`src/rtl/msx_mem_pkg.sv`:
```
// msx_mem_pkg: shared types and constants for the MSX memory arbiter
package msx_mem_pkg;
  localparam int ADDR_W = 27;
  localparam logic [7:0] IDLE_DATA = 8'hFF;
  typedef enum logic [1:0] {IDLE, CPU_ACC, FLASH_ACC, FLASH_END} arb_state_t;
endpackage

```
`src/rtl/arb_timeout.sv`:
```
// arb_timeout: per-access cycle counter that flags an SDRAM access that has waited TIMEOUT cycles
module arb_timeout #(
  parameter int TIMEOUT = 255
) (
  input  logic clk,
  input  logic reset,
  input  logic clr,
  input  logic en,
  output logic expired
);
  logic [7:0] r_cnt;
  always_ff @(posedge clk or posedge reset)
    if (reset) r_cnt <= '0;
    else r_cnt <= clr ? 8'd0 : en ? r_cnt + 8'd1 : r_cnt;
  // fires in the TIMEOUT-th waiting cycle so sdr_req is high exactly TIMEOUT cycles
  assign expired = en & (r_cnt == 8'(TIMEOUT - 1));
endmodule

```
`src/rtl/msx_mem_arbiter.sv`:
```
// msx_mem_arbiter: merges CPU slot cycles and flash-emulation writes onto one SDRAM req/ack port
module msx_mem_arbiter
  import msx_mem_pkg::*;
#(
  parameter int TIMEOUT = 255
) (
  input  logic              clk,
  input  logic              reset,
  input  logic [ADDR_W-1:0] ram_addr,
  input  logic [7:0]        ram_din,
  input  logic              ram_rnw,
  input  logic              sdram_ce,
  output logic [7:0]        ram_dout,
  output logic              cpu_wait,
  input  logic [ADDR_W-1:0] flash_addr,
  input  logic [7:0]        flash_din,
  input  logic              flash_req,
  output logic              flash_ready,
  output logic              flash_done,
  output logic [ADDR_W-1:0] sdr_addr,
  output logic [7:0]        sdr_din,
  output logic              sdr_we,
  output logic              sdr_req,
  input  logic              sdr_ack,
  input  logic [7:0]        sdr_dout,
  output logic              timeout_err
);
  arb_state_t        r_state;
  logic              r_served;
  logic [ADDR_W-1:0] r_cpu_addr;
  logic              w_new_cpu, w_idle, w_in_acc, w_expired, w_end;
  // a held sdram_ce on an already-served address is the same Z80 cycle, not a new access
  assign w_new_cpu   = sdram_ce & (~r_served | (ram_addr != r_cpu_addr));
  assign w_idle      = r_state == IDLE;
  assign w_in_acc    = (r_state == CPU_ACC) | (r_state == FLASH_ACC);
  assign w_end       = sdr_ack | w_expired;
  assign cpu_wait    = w_new_cpu | (r_state == CPU_ACC);
  assign flash_ready = w_idle & ~w_new_cpu;
  arb_timeout #(.TIMEOUT(TIMEOUT)) u_timeout (
    .clk    (clk),
    .reset  (reset),
    .clr    (w_idle & (w_new_cpu | flash_req)),
    .en     (w_in_acc),
    .expired(w_expired)
  );
  always_ff @(posedge clk or posedge reset) begin
    if (reset) begin
      r_state     <= IDLE;
      r_served    <= 1'b0;
      r_cpu_addr  <= '0;
      ram_dout    <= IDLE_DATA;
      sdr_addr    <= '0;
      sdr_din     <= '0;
      sdr_we      <= 1'b0;
      sdr_req     <= 1'b0;
      flash_done  <= 1'b0;
      timeout_err <= 1'b0;
    end else begin
      flash_done <= 1'b0;
      if (!sdram_ce) r_served <= 1'b0;
      case (r_state)
        IDLE:
          if (w_new_cpu) begin
            r_cpu_addr <= ram_addr;
            sdr_addr   <= ram_addr;
            sdr_din    <= ram_din;
            sdr_we     <= ~ram_rnw;
            sdr_req    <= 1'b1;
            r_state    <= CPU_ACC;
          end else if (flash_req) begin
            sdr_addr <= flash_addr;
            sdr_din  <= flash_din;
            sdr_we   <= 1'b1;
            sdr_req  <= 1'b1;
            r_state  <= FLASH_ACC;
          end
        CPU_ACC:
          if (w_end) begin
            sdr_req     <= 1'b0;
            r_served    <= 1'b1;
            ram_dout    <= sdr_we ? ram_dout : sdr_ack ? sdr_dout : IDLE_DATA;
            timeout_err <= timeout_err | ~sdr_ack;
            r_state     <= IDLE;
          end
        FLASH_ACC:
          if (w_end) begin
            sdr_req     <= 1'b0;
            flash_done  <= 1'b1;
            timeout_err <= timeout_err | ~sdr_ack;
            r_state     <= FLASH_END;
          end
        default: r_state <= IDLE;
      endcase
    end
  end
endmodule
```
`config.mk`:
```
export PLATFORM = sky130hd
export DESIGN_NAME = msx_mem_arbiter
export DESIGN_NICKNAME = d
export VERILOG_FILES = /design/src/rtl/msx_mem_pkg.sv /design/src/rtl/arb_timeout.sv /design/src/rtl/msx_mem_arbiter.sv
export SDC_FILE = /design/constraint.sdc
export NUM_CORES = 1
export LEC_CHECK = 0
export ABC_AREA = 1
export CORE_ASPECT_RATIO = 1.25
export CORE_MARGIN = 2
export CORE_UTILIZATION = 40
export CTS_CLUSTER_SIZE = 10
export DETAILED_ROUTE_END_ITERATION = 6
export DONT_BUFFER_PORTS = 1
export GPL_ROUTABILITY_DRIVEN = 0
export GPL_TIMING_DRIVEN = 0
export PLACE_DENSITY = 0.64
export SLEW_MARGIN = 25
export SYNTH_ARGS = -nofsm -noshare
export SYNTH_HDL_FRONTEND = slang
export SYNTH_SLANG_ARGS = --single-unit
```
`constraint.sdc`:
```
create_clock -name clk -period 3.9 [get_ports clk]
set_input_delay 0.78 -clock clk [delete_from_list [all_inputs] [get_ports clk]]
set_output_delay 0.78 -clock clk [all_outputs]
set_load 0.02 [all_outputs]
```
==> flow_summary.toml, run 1 <==
[run_status]
status = "finished clean"

[placement]
pre_cts_ws_ns = 1.07
dp.final_hpwl_um = 8600
buffer_ports.inserted = 0
dpl.cell_count = 732

[synthesis]
async_s_r_ff_share_synth_pct = 100
synth_top_family_by_area = "simple AND/OR/NAND/NOR gates"
synth-main-ff-cell = "dfrtp_1"
synthesis.yosys.warnings = 0
netlist_instances = 599
synth_edf_count = 0
synth-seq-area-share_pct = 48.5
synth_seq_cells = 85
synthesis.area_mm2 = 0.00441
postSynthAreaPerCell_um2 = 7.36
synth-adder-area-share_pct = 1.70
post_synth_and_or_nand_nor_area_fraction_pct = 30.5
synth.mux.area_fraction_pct = 0
synth.net_count = 689
number_of_different_library_cells_in_the_post_synthesis_netlist = 28
compound_gate_fraction_of_synth_area_pct = 7.83
post_synth_xor_area_fraction_pct = 2.38

[timing]
grt_setup_unrepaired = "no"
number_of_max_slew_violations_in_the_final_report = 0
final_setup_violation_count = 0
max_slew_margin_pct = 66.6
hold_viol_final = 0
worstMarginPinSlew_ns = 0.500
final_min_period_over_clock_period_pct = 72.2
timing.clock.skew_ns = 0.00660
timing.fmax_mhz = 355
setup_slack_after_layout_ns = 1.09
layout_min_cycle_time_ns = 2.81

[pwr]
seq_power_share_pct = 48.7
static-leakage-power_nw = 2.63
net_load_switching_power_mw = 1.59
maximum_vdd_ir_drop_uv = 318
pwr_density_cell_mw_per_mm2 = 780
switching_share_pct = 41.7
total_power_mw = 3.81
intPower_mw = 2.22
clock_power_share_pct = 21.2
pwr-share-comb_pct = 30.1

[floorplanning]
die_h_um = 121
die_area_mm2 = 0.0119
core.rowCount = 42
floorplan.die.width_um = 97.9
design.portCount = 133
start_util_pct = 41.3
placeableCoreArea_mm2 = 0.0107

[finish]
layout.core_utilization_pct = 45.8
finalNonFillerCells = 747
filler_cell_count = 1085
drive_gt1_share_pct = 9.27
finalNetCount = 701
num_antenna_cells = 0
layout_overhead_on_the_synthesized_area_pct = 10.8

[run]
maxCapViolations = 0

[cts]
cts-hold-fix-buffers = 0
post_cts_sizing = 0
ctsHtreeMaxLevel = 3
ctsRootBufferMaster = "clkbuf_16"
maximum_buffer_depth_of_the_clock_tree = 2
cts_tree = "built"
cts_buffers = 9
clkSinkCount = 85
clock_insertion_delay_worst_skew_ns = 0.33
post_cts.repair.setup_buffers = 0
cts.reportedPaths.clkPinSlew_ns = 0.06

[global_route]
grt_antenna_before_repair = 0
globalRouteTotalUtil_pct = 19.2
grt_pass1_vias = 3555
grt_overflow = 0
grt_start_max_net_pins = 54
grt_first_pass_wirelength_um = 18000

[setup_path]
timing_worst_setup_path_type = "in -> out"
critPathLaunchType = "input pin"
cp_data_required_time_ns = 3.12
type_of_destination_of_the_critical_path = "output port"
path_max_fanout = 10
reg2reg_from = "r_state[0]"
worst-endpoint-arrival_ns = 2.03
r2r.worst_path.cells = 10
worst-r2r-setup-slack_ns = 1.71
worstReg2RegEnd = "ram_dout[1]"

[route]
post-route-drc-count = 0
drt_iter0_drc = 141
drt.antenna.violating_nets = 0
wl_um = 11200
detail_route.first_pass.iterations = 4
drt-wirelength-per-cell_um = 14.9
routed-via-count = 3602
post_drt_via_cell_ratio = 4.82

[hold_path]
min-delay-path-class = "in -> async"
metal layers:
| metal | vias up | part of all wire, % | GRT usage, % |
|---|---|---|---|
| met4 | 0 | 2.0 | 6.25 |
| li1 | 1839 | - | - |
| met3 | 13 | 6.6 | 5.41 |
| met2 | 97 | 49 | 32.1 |
| met1 | 1653 | 42 | 24.0 |
| met5 | - | 0 | 0 |
critical path, cell delays in order:
cell and delay, ns:
inv_1 0.06, nand2_1 0.05, nand2_1 0.05, nand2_1 0.06
nor2_1 0.14, nand2_1 0.07, nor2_1 0.12, nand2_2 0.11
nand2_4 0.13, buf_2 0.25, nand2_1 0.21
state kept, by name (all words and copies together) (netlist names), 2 cells and up:
register	cells
r_cpu_addr	27
ram_dout	8
r_state	2
sdr_addr	27
sdr_din	8
u_timeout.r_cnt	8
synthesized netlist by cell type (4+ instances only):
master,instances,area (µm²)
clkbuf_1,4,15.0
nor2_1,26,97.6
buf_6,4,45.0
buf_2,9,45.0
dfstp_2,8,210
ha_1,6,75.1
nand3_1,18,90.1
o21ai_0,64,320
xnor2_1,8,70.1
inv_1,67,251
nand2_1,276,1040
nor2_2,8,50.1
dfrtp_1,77,1930
xor2_1,4,35.0
cells in the final DEF, fill, tap and decap left out, types with 2 or more instances in the layout:
cell type	Yosys	layout
buf_2	9	9
buf_4	3	3
buf_6	4	4
clkbuf_1	4	6
clkbuf_16	0	9
clkbuf_2	2	2
clkbuf_8	0	3
dfrtp_1	77	77
dfstp_2	8	8
ha_1	6	6
inv_1	67	66
nand2_1	276	276
nand2_2	2	2
nand2_4	2	2
nand3_1	18	18
nand4_1	2	2
nor2_1	26	26
nor2_2	8	8
o21ai_0	64	64
xnor2_1	8	8
xor2_1	4	4
cell type report:
| type | instances | area (µm²) | area share [%] |
|---|---|---|---|
| Multi-Input combinational cell | 422 | 1870 | 38.3 |
| Timing Repair Buffer | 1 | 27.5 | 0.563 |
| Inverter | 70 | 270 | 5.53 |
| Sequential cell | 85 | 2140 | 43.7 |
| Clock inverter | 1 | 5.00 | 0.102 |
| Clock buffer | 14 | 274 | 5.61 |
| Buffer | 22 | 138 | 2.82 |
| Tap cell | 132 | 165 | 3.38 |
worst max path at each step:
stage                       startpoint            end  slack (ns)  cells after the start
final                     ram_addr[22]       cpu_wait        1.09                     11
after global routing      ram_addr[15]       cpu_wait        0.93                     10
after CTS                 ram_addr[22]       cpu_wait        1.07                     11
after detailed placement  ram_addr[22]       cpu_wait        1.07                     11
after global placement           reset  r_cpu_addr[6]       -0.07                      1
after floorplan                  reset     flash_done        0.94                      1
per-stage QoR:
step | setup TNS, ns | hold slack [ns] | area (µm²)
3_5_place_dp | 0 | 0.490 | 4610
5_1_grt | 0 | 0.299 | 4890
2_1_floorplan | 0 | 0.444 | 4410
3_3_place_gp | -4.58 | 0.483 | 4570
6_report | 0 | 0.291 | 4890
4_1_cts | 0 | 0.289 | 4890
power groups by stage:
stage / Combinational (mW) / Sequential [mW] / Clock [mW]
after global placement: 1.12 / 1.85 / 0
after CTS: 1.18 / 1.86 / 0.832
final: 1.15 / 1.86 / 0.807
after floorplan: 0.928 / 1.79 / 0
after detailed placement: 1.17 / 1.87 / 0
after global routing: 1.36 / 1.91 / 0.864
cell families (layout without fill, tap and decap cells):
family / after synthesis / after routing
xor+xnor: 12 / 12
fa+ha+maj: 6 / 6
flops: 85 / 85
compound gates: 68 / 68
buf+inv: 92 / 108
simple gates: 336 / 336
Note: power is estimated with default switching activity, not from simulation.
==> run 2: changes to the inputs <==
==> constraint.sdc (replaced) <==
create_clock -name clk -period 2.8 [get_ports clk]
set_input_delay 0.56 -clock clk [delete_from_list [all_inputs] [get_ports clk]]
set_output_delay 0.56 -clock clk [all_outputs]
set_load 0.02 [all_outputs]
==> flow_summary.toml, run 2 (synthesis results as in run 1) <==
[setup_path]
critPathLaunchType = "flop"
cp_data_required_time_ns = 2.24
path_max_fanout = 10
type_of_destination_of_the_critical_path = "output port"
worst-endpoint-arrival_ns = 1.97
timing_worst_setup_path_type = "reg -> out"
worst-r2r-setup-slack_ns = 0.61

[floorplanning]
start_util_pct = 41.3
design.portCount = 133
core.rowCount = 42
die_area_mm2 = 0.0119
floorplan.die.width_um = 97.9
placeableCoreArea_mm2 = 0.0107
die_h_um = 121

[hold_path]
min-delay-path-class = "in -> async"

[global_route]
grt_first_pass_wirelength_um = 18000
globalRouteTotalUtil_pct = 19.2
grt_antenna_before_repair = 0
grt_pass1_vias = 3554
grt_start_max_net_pins = 54
gr-usage-met2_pct = 32.1
grt_use_met3_pct = 5.36
grtUsageMet1_pct = 24.0
grt.busiest_layer = "met2"
grt_overflow = 0

[placement]
cell_area_after_placement_mm2 = 0.00461
buffer_ports.inserted = 0
dp.final_hpwl_um = 8600

[cts]
clock_insertion_delay_worst_skew_ns = 0.33
cts_buffers = 9
cts_tree = "built"
ctsHtreeMaxLevel = 3
cts-hold-fix-buffers = 0
maximum_buffer_depth_of_the_clock_tree = 2
post_cts.repair.setup_buffers = 0
cts.reportedPaths.clkPinSlew_ns = 0.06
clkSinkCount = 85
post_cts_sizing = 0
ctsRootBufferMaster = "clkbuf_16"

[timing]
final_min_period_over_clock_period_pct = 90.5
number_of_max_slew_violations_in_the_final_report = 0
grt_setup_unrepaired = "no"
timing.fmax_mhz = 395
final_setup_violation_count = 0
worstMarginPinSlew_ns = 0.502
timing.clock.skew_ns = 0.00654
layout_min_cycle_time_ns = 2.53
hold_viol_final = 0
max_slew_margin_pct = 66.5

[run_status]
status = "finished clean"

[finish]
drive_gt1_share_pct = 9.27
filler_cell_count = 1085
layout.core_utilization_pct = 45.8
mostFrequentLayoutCells = "276 x nand2_1, 77 x dfrtp_1, 66 x inv_1"
final_common_cell = "nand2_1"
layout_overhead_on_the_synthesized_area_pct = 10.8
num_antenna_cells = 0
top_regs = "r_cpu_addr: 27 flops, sdr_addr: 27 flops"
fin_area_mm2 = 0.00489
finalNetCount = 701

[route]
drt_iter0_drc = 138
wl_um = 11100
drt.antenna.violating_nets = 0
post_drt_via_cell_ratio = 4.81
routed-via-count = 3591
post-route-drc-count = 0
detail_route.first_pass.iterations = 4
drt-wirelength-per-cell_um = 14.9

[pwr]
clock_power_share_pct = 21.2
intPower_mw = 3.10
pwr-share-comb_pct = 30.2
seq_power_share_pct = 48.7
pwr_density_cell_mw_per_mm2 = 1090
static-leakage-power_nw = 2.63
total_power_mw = 5.31
switching_share_pct = 41.7
maximum_vdd_ir_drop_uv = 443
net_load_switching_power_mw = 2.22

[run]
maxCapViolations = 0
-- run 2: cell counts in the layout (fill, tap and decap cells not counted) --
Identical to the previous run, type by type.
-- run 2: final timing paths --
path	depth (start not counted)	startpoint	endpoint
worst max-delay path	9	r_cpu_addr[10]	cpu_wait
worst min-delay path	1	reset	sdr_addr[10]
worst max register to register	10	r_state[0]	ram_dout[1]
worst min register to register	2	r_cpu_addr[16]	r_cpu_addr[16]
max in group asynchronous	2	reset	r_cpu_addr[12]
min in group clk	2	ram_addr[16]	r_cpu_addr[16]
-- run 2: power groups by stage --
stage / logic (mW) / clock network (mW) / registers [mW]
2_1_floorplan: 1.29 / 0 / 2.49
3_3_place_gp: 1.57 / 0 / 2.58
3_5_place_dp: 1.63 / 0 / 2.61
4_1_cts: 1.64 / 1.16 / 2.59
5_1_grt: 1.89 / 1.20 / 2.66
6_report: 1.60 / 1.12 / 2.59
-- run 2: per-stage QoR --
| stage | setup TNS [ns] | worst slack, ns | std cells | hold slack, ns |
|---|---|---|---|---|
| after floorplan | 0 | 0.0597 | 599 | 0.444 |
| after global placement | -73.01 | -0.945 | 731 | 0.483 |
| after detailed placement | 0 | 0.413 | 732 | 0.425 |
| after CTS | 0 | 0.238 | 747 | 0.0688 |
| final | 0 | 0.267 | 747 | 0.0706 |
| after global routing | 0 | 0.0595 | 747 | 0.0786 |
-- run 2: layout make-up --
cell class              count  area (µm²)  share of cell area (%)
clock buffers              14         274                    5.61
repair buffers              1        27.5                   0.563
inverters                  70         270                    5.53
clock inverters             1        5.00                   0.102
plain buffers              22         138                    2.82
well taps                 132         165                    3.38
multi-input cells         422        1870                    38.3
flip-flops and latches     85        2140                    43.7
-- run 2: routing by layer --
layer,vias to the layer above,wire [µm]
li1,1838,-
met1,1643,4770
met2,96,5430
met3,14,716
met4,0,227
met5,-,0
-- run 2: critical path, stage by stage, from the launching register on --
cell	delay [ns]
dfrtp_1	0.39
xnor2_1	0.21
nand2_1	0.07
nor2_1	0.09
nand2_1	0.07
nor2_1	0.11
nand2_2	0.11
nand2_4	0.13
buf_2	0.25
nand2_1	0.21
==> run 3: changes to the inputs <==
--- a/config.mk
+++ b/config.mk
@@ -6,6 +6,7 @@
 export NUM_CORES = 1
 export LEC_CHECK = 0
 export ABC_AREA = 1
+export CAP_MARGIN = 30
 export CORE_ASPECT_RATIO = 1.25
 export CORE_MARGIN = 2
 export CORE_UTILIZATION = 40
==> results of run 3 <==
The final DEF is identical to that of run 2; final timing and power are the same.
